[src/rtl/cmp_pkg.sv]
// cmp_pkg: shared encodings for the pipelined compare unit.
//   alu_fun_e   - 3-bit operation select carried with each operand pair
//   FLG_*       - bit positions inside the 3-bit {LT, GT, EQ} flag vector
//   REL_*       - relational result codes (zero-extended onto CMP_OUT)
package cmp_pkg;

    typedef enum logic [2:0] {
        FUN_NOP  = 3'b000,
        FUN_EQ   = 3'b001,
        FUN_GT   = 3'b010,
        FUN_LT   = 3'b011,
        FUN_MIN  = 3'b100,
        FUN_MAX  = 3'b101,
        FUN_RMIN = 3'b110,
        FUN_RMAX = 3'b111
    } alu_fun_e;

    localparam int FLG_EQ = 0;
    localparam int FLG_GT = 1;
    localparam int FLG_LT = 2;

    localparam logic [1:0] REL_EQ = 2'd1;
    localparam logic [1:0] REL_GT = 2'd2;
    localparam logic [1:0] REL_LT = 2'd3;

endpackage

[src/rtl/cmp_core.sv]
// cmp_core: combinational signed/unsigned magnitude compare.
//   a_i, b_i  - DATA_WIDTH operands
//   sgn_i     - 1 = two's complement, 0 = unsigned
//   eq_o, gt_o, lt_o - exactly one is set (a relative to b)
module cmp_core #(
    parameter int DATA_WIDTH = 16
) (
    input  logic [DATA_WIDTH-1:0] a_i,
    input  logic [DATA_WIDTH-1:0] b_i,
    input  logic                  sgn_i,
    output logic                  eq_o,
    output logic                  gt_o,
    output logic                  lt_o
);

    logic [DATA_WIDTH-1:0] a_x;
    logic [DATA_WIDTH-1:0] b_x;

    // Flipping the sign bits maps two's complement order onto unsigned
    // order, so one unsigned comparator serves both modes.
    always_comb begin
        a_x = a_i;
        b_x = b_i;
        a_x[DATA_WIDTH-1] = a_i[DATA_WIDTH-1] ^ sgn_i;
        b_x[DATA_WIDTH-1] = b_i[DATA_WIDTH-1] ^ sgn_i;
    end

    assign eq_o = (a_x == b_x);
    assign gt_o = (a_x >  b_x);
    assign lt_o = (a_x <  b_x);

endmodule

[src/rtl/cmp_unit_pipe.sv]
// cmp_unit_pipe: two-stage compare / min-max / running-extreme unit.
//   CLK, rst            - rising-edge clock, async active-low reset
//   in_valid/in_ready   - operand handshake (A, B, ALU_FUN, SIGNED)
//   acc_clr             - empties the running accumulator at the next edge
//   out_valid/out_ready - result handshake
//   CMP_OUT             - relational code or (sign/zero-extended) value
//   CMP_Flags           - {LT, GT, EQ} of A vs B, or A vs acc for run modes
// Stage 1 registers the request; stage 2 evaluates against the live
// accumulator and updates it on the same edge, so back-to-back running
// ops see their predecessor's result without forwarding.
module cmp_unit_pipe
    import cmp_pkg::*;
#(
    parameter int DATA_WIDTH = 16,
    parameter int OUT_WIDTH  = 16
) (
    input  logic                  CLK,
    input  logic                  rst,
    input  logic                  in_valid,
    output logic                  in_ready,
    input  logic [DATA_WIDTH-1:0] A,
    input  logic [DATA_WIDTH-1:0] B,
    input  logic [2:0]            ALU_FUN,
    input  logic                  SIGNED,
    input  logic                  acc_clr,
    output logic                  out_valid,
    input  logic                  out_ready,
    output logic [OUT_WIDTH-1:0]  CMP_OUT,
    output logic [2:0]            CMP_Flags
);

    // stage 1
    logic                  s1_valid_q;
    logic [DATA_WIDTH-1:0] a_q, b_q;
    alu_fun_e              fun_q;
    logic                  sgn_q;

    // stage 2 / accumulator
    logic                  out_valid_q;
    logic [OUT_WIDTH-1:0]  cmp_out_q, cmp_out_d;
    logic [2:0]            flags_q, flags_d;
    logic [DATA_WIDTH-1:0] acc_q, acc_d;
    logic                  acc_empty_q, acc_empty_d;

    logic s2_hold, commit;
    logic run_op, eff_empty;
    logic [DATA_WIDTH-1:0] cmp_b;
    logic eq, gt, lt;
    logic [DATA_WIDTH-1:0] res_val;
    logic [1:0]            rel;
    logic                  use_val;
    logic [OUT_WIDTH-1:0]  ext_s, ext_u;

    assign s2_hold  = out_valid_q & ~out_ready;
    assign commit   = s1_valid_q & ~s2_hold;
    assign in_ready = ~s1_valid_q | ~s2_hold;

    assign run_op    = (fun_q == FUN_RMIN) || (fun_q == FUN_RMAX);
    // A clear in the commit cycle takes effect first: the op sees empty.
    assign eff_empty = acc_empty_q | acc_clr;
    assign cmp_b     = run_op ? acc_q : b_q;

    cmp_core #(.DATA_WIDTH(DATA_WIDTH)) u_core (
        .a_i   (a_q),
        .b_i   (cmp_b),
        .sgn_i (sgn_q),
        .eq_o  (eq),
        .gt_o  (gt),
        .lt_o  (lt)
    );

    always_comb begin
        res_val          = '0;
        rel              = '0;
        use_val          = 1'b0;
        flags_d          = '0;
        flags_d[FLG_EQ]  = eq;
        flags_d[FLG_GT]  = gt;
        flags_d[FLG_LT]  = lt;
        acc_d            = acc_q;
        acc_empty_d      = acc_clr ? 1'b1 : acc_empty_q;
        if (commit) begin
            case (fun_q)
                FUN_NOP: rel = '0;
                FUN_EQ:  rel = eq ? REL_EQ : 2'd0;
                FUN_GT:  rel = gt ? REL_GT : 2'd0;
                FUN_LT:  rel = lt ? REL_LT : 2'd0;
                FUN_MIN: begin use_val = 1'b1; res_val = lt ? a_q : b_q; end
                FUN_MAX: begin use_val = 1'b1; res_val = gt ? a_q : b_q; end
                FUN_RMIN, FUN_RMAX: begin
                    use_val = 1'b1;
                    if (eff_empty) begin
                        res_val = a_q;
                        flags_d = '0;
                        flags_d[FLG_EQ] = 1'b1;
                    end else if (fun_q == FUN_RMIN) begin
                        res_val = lt ? a_q : acc_q;
                    end else begin
                        res_val = gt ? a_q : acc_q;
                    end
                    acc_d       = res_val;
                    acc_empty_d = 1'b0;
                end
                default: rel = '0;
            endcase
        end
    end

    assign ext_s     = OUT_WIDTH'($signed(res_val));
    assign ext_u     = OUT_WIDTH'(res_val);
    assign cmp_out_d = use_val ? (sgn_q ? ext_s : ext_u) : OUT_WIDTH'(rel);

    always_ff @(posedge CLK or negedge rst) begin
        if (!rst) begin
            s1_valid_q  <= 1'b0;
            a_q         <= '0;
            b_q         <= '0;
            fun_q       <= FUN_NOP;
            sgn_q       <= 1'b0;
            out_valid_q <= 1'b0;
            cmp_out_q   <= '0;
            flags_q     <= '0;
            acc_q       <= '0;
            acc_empty_q <= 1'b1;
        end else begin
            if (in_ready) begin
                s1_valid_q <= in_valid;
                if (in_valid) begin
                    a_q   <= A;
                    b_q   <= B;
                    fun_q <= alu_fun_e'(ALU_FUN);
                    sgn_q <= SIGNED;
                end
            end
            if (!s2_hold) begin
                out_valid_q <= s1_valid_q;
                if (s1_valid_q) begin
                    cmp_out_q <= cmp_out_d;
                    flags_q   <= flags_d;
                end
            end
            acc_q       <= acc_d;
            acc_empty_q <= acc_empty_d;
        end
    end

    assign out_valid = out_valid_q;
    assign CMP_OUT   = cmp_out_q;
    assign CMP_Flags = flags_q;

endmodule

[config.mk]
export PLATFORM = sky130hd
export DESIGN_NAME = cmp_unit_pipe
export DESIGN_NICKNAME = d
export VERILOG_FILES = /design/src/rtl/cmp_pkg.sv /design/src/rtl/cmp_core.sv /design/src/rtl/cmp_unit_pipe.sv
export SDC_FILE = /design/constraint.sdc
export NUM_CORES = 1
export LEC_CHECK = 0
export ABC_AREA = 1
export CORE_ASPECT_RATIO = 0.7
export CORE_MARGIN = 3
export CORE_UTILIZATION = 40
export CTS_CLUSTER_DIAMETER = 40
export DETAILED_ROUTE_END_ITERATION = 10
export GPL_ROUTABILITY_DRIVEN = 0
export GPL_TIMING_DRIVEN = 0
export PLACE_DENSITY = 0.61
export SYNTH_ARGS = -nofsm -noshare
export SYNTH_HDL_FRONTEND = slang
export SYNTH_SLANG_ARGS = --single-unit
[constraint.sdc]
create_clock -name CLK -period 6.6 [get_ports CLK]
set_input_delay 1.32 -clock CLK [delete_from_list [all_inputs] [get_ports CLK]]
set_output_delay 1.32 -clock CLK [all_outputs]
set_load 0.1 [all_outputs]
==> run_results.csv <==
group,metric,value,unit
yosys,avgSynthCellArea,7.088,um^2
final_layout,drive_gt1_share,9.562,%
yosys,synthFlopType,"dfrtp_1",
sta,relSlewSlack,33.74,%
floorplanning,die_h,97.51,um
sta,finalMaxSlewViolations,0,
grt,grt_pass1_wl,25640,um
power_and_ir_drop,p_sw,1.561,mW
status,outcome,"completed",
setup_path,reg2reg_depth,21,
sta,hold_violations,0,
yosys,syn_inst,675,
cts,cts_setup_buffers,0,
floorplanning,core_area,11330,um^2
sta,worst_slack,2.186,ns
sta,fin_crit,4.414,ns
power_and_ir_drop,p_clk_share,20.2,%
placement,port_buffers,61,
drt,drtPass1Iterations,6,
power_and_ir_drop,powerDensity,515.7,nW/um^2
placement,dp_hpwl,11400,um
yosys,seq_area_frac_synth,38.73,%
drt,viasPerCell,5.490,
cts,h-tree-depth,3,
flow_run,drv_cap,0,
hold_path,hold_path.class,"reg -> reg",
drt,vias,4974,
setup_path,critPathBufInv,6,
placement,dp_slack,2.197,ns
power_and_ir_drop,combPwrFrac,57.3,%
drt,dr_wl_met3,1849,um
grt,antenna_found_initial,0,
sta,fin_crit_sh,66.88,%
sta,setup_viol,0,
cts,tritoncts,"yes",
power_and_ir_drop,p_int,1.522,mW
setup_path,worst-path-stages,21,
cts,clk_pin_slew_worst_paths,0.07,ns
yosys,ys_warn_count,0,
cts,numCtsBuffers,9,
grt,grt_max_degree,64,
sta,fmax,226.6,MHz
power_and_ir_drop,seqPwrFrac,22.5,%
yosys,yosys.area.top_type,"dfrtp_1",
yosys,synth_top_area_share,38.18,%
power_and_ir_drop,p_sw_share,50.64,%
cts,cts_hold_buf,0,
yosys,synthTopCellsByArea,"dfrtp_1 (38%), nand2_1 (13%), nand3_1 (8.8%), nor2_1 (7.8%), a21oi_1 (4.7%)",
cts,clk_latency,0.34,ns
yosys,synth_seq_cells,74,
drt,routed.top_layer,"met4",
drt,drt-met1-wl,7770,um
setup_path,crit_path_cell_trace,"inv_2 > nor3_4 > inv_2 > nand2_1 > buf_4 > clkbuf_1 > o21ai_0 > ha_1 > nand2_1 > inv_1 > nand3_1 > nor2_2 > nand2_2 > clkbuf_1 > nand3_1 > o21ai_1 > nor2_1 > nor2_1 > nand2_1 > nand2_1 > nand2_1",
setup_path,cpMaxStageDelayCell,"clkbuf_1",
power_and_ir_drop,vdd_drop_max,0.0004273,V
cts,post_cts_resized,0,
setup_path,cp.required,6.84,ns
drt,initialDrtViolationCount,567,
final_layout,insertedDiodeCount,0,
sta,skew,0.008934,ns
yosys,syn_nets,732,
cts,cts_max_path_buffers,2,
setup_path,path_class,"reg -> reg",
floorplanning,rows,32,
yosys,synth_edf_count,0,
drt,wl_met2,6407,um
hold_path,hold_path_depth,2,
grt,overflow,0,
setup_path,worst_setup_path_start_kind,"register",
cts,root_buffer,"clkbuf_16",
setup_path,arrival,4.65,ns
floorplanning,start_util,42.23,%
yosys,async_flop_share,100.0,%
power_and_ir_drop,p_leak,2.858,nW
floorplanning,io_pins,62,
floorplanning,die_x,136.7,um
setup_path,end_kind,"register",
sta,finalSetupTns,0,ns
final_layout,final_common_cell,"nand2_1",
drt,postRouteAntennaNets,0,
final_layout,fin_nets,805,
final_layout,area.growth.synth_to_final,24.95,%
drt,drcViolationCount,0,
cts,cts_sinks,74,
drt,wl_per_cell,17.95,um
grt,grt_pass1_vias,4744,
grt,grtUsageTotal,24.78,%
setup_path,cp_top_family,"simple AND/OR/NAND/NOR gates",
sta,worst_pin_slew,0.9907,ns
setup_path,crit_path_frequent_cell,"nand2_1",
sta,rsz0062_at_grt,"false",
setup_path,worstPathMaxFanout,10,
setup_path,critPathMaxStageDelay,0.55,ns
yosys,synth.distinct_cells,32,
final_layout,final_cell_mix,"nand2_1 (170), nor2_1 (100), nand3_1 (84), dfrtp_1 (73), clkdlybuf4s50_1 (60)",
yosys,syn_area,4785,um^2
drt,wl,16270,um
floorplanning,die-area,13330,um^2
## routing by layer
metal / vias up / GRT usage, %
li1: 2352 / -
met1: 2273 / 38.65
met2: 320 / 32.36
met3: 29 / 6.573
met4: 0 / 8.133
met5: - / 0
## cell usage after synthesis, types with 2 or more instances
master and count:
a21oi_1 45, buf_2 14, buf_4 3, buf_6 4, clkbuf_1 13, clkinv_1 2
dfrtp_1 73, ha_1 16, inv_1 42, inv_2 4, mux2_2 18, nand2_1 170
nand2_2 2, nand2_4 2, nand3_1 84, nand4_1 2, nor2_1 100, nor2_4 2
o21ai_0 43, o21ai_1 23, xor2_1 2
## tightest hold or removal path, cell delays in order (launching register included)
cell	delay, ns
dfrtp_1	0.35
nand2_1	0.05
nand2_1	0.06
## flip-flops by register name (all words and copies together) (netlist names)
register     cells
CMP_OUT         16
a_q             16
acc_q           16
b_q             16
CMP_Flags        3
fun_q            3
acc_empty_q      1
out_valid        1
s1_valid_q       1
sgn_q            1
## final cells by class
| class | instances | area (um^2) |
|---|---|---|
| plain buffers | 35 | 190.2 |
| clock buffers | 10 | 229.0 |
| clock inverters | 6 | 137.6 |
| fillers | 1076 | 5353 |
| inverters | 49 | 186.4 |
| multi-input cells | 517 | 2555 |
| flip-flops and latches | 74 | 1853 |
| well taps | 153 | 191.4 |
| repair buffers | 62 | 635.6 |
## kinds of logic after synthesis
| group | synth area share [%] |
|---|---|
| and+or+nand+nor | 32.27 |
| AOI/OAI and AO/OA | 12.13 |
| buffers and inverters | 7.871 |
| DFF | 38.73 |
| muxes | 4.446 |
| adders and majority gates | 4.184 |
| xor gates and xnor gates | 0.3662 |
## path summary, 6_finish.rpt
path                                  from     endpoint  slack (ns)
max in group asynchronous              rst  acc_empty_q        5.17
worst max-delay path              fun_q[1]  CMP_OUT[10]        2.19
worst min register to register  CMP_OUT[4]   CMP_OUT[4]        0.49
worst max register to register    fun_q[1]  CMP_OUT[10]        2.19
worst min-delay path            CMP_OUT[4]   CMP_OUT[4]        0.49
min in group asynchronous              rst       b_q[3]        0.82
## power groups by stage
stage	sequential, mW	combinational [mW]	clock [mW]
2_1_floorplan	1.07	0.877	0
3_3_place_gp	0.692	1.71	0
3_5_place_dp	0.693	1.73	0
4_1_cts	0.691	1.74	0.629
5_1_grt	0.710	1.90	0.649
6_report	0.693	1.77	0.623
## metrics by stage
stage / instances / hold WS (ns) / instance area [um^2] / total power, mW / util (%)
floorplan: 675 / 0.5085 / 4785 / 1.950 / -
global placement: 889 / 0.4702 / 5587 / 2.398 / 49.30
detailed placement: 890 / 0.4637 / 5612 / 2.422 / 49.53
CTS: 906 / 0.4915 / 5978 / 3.058 / 52.76
global route: 906 / 0.5159 / 5978 / 3.257 / 52.76
finish: 906 / 0.4879 / 5978 / 3.083 / 52.76
No activity file was read; power rests on OpenSTA's default activity.
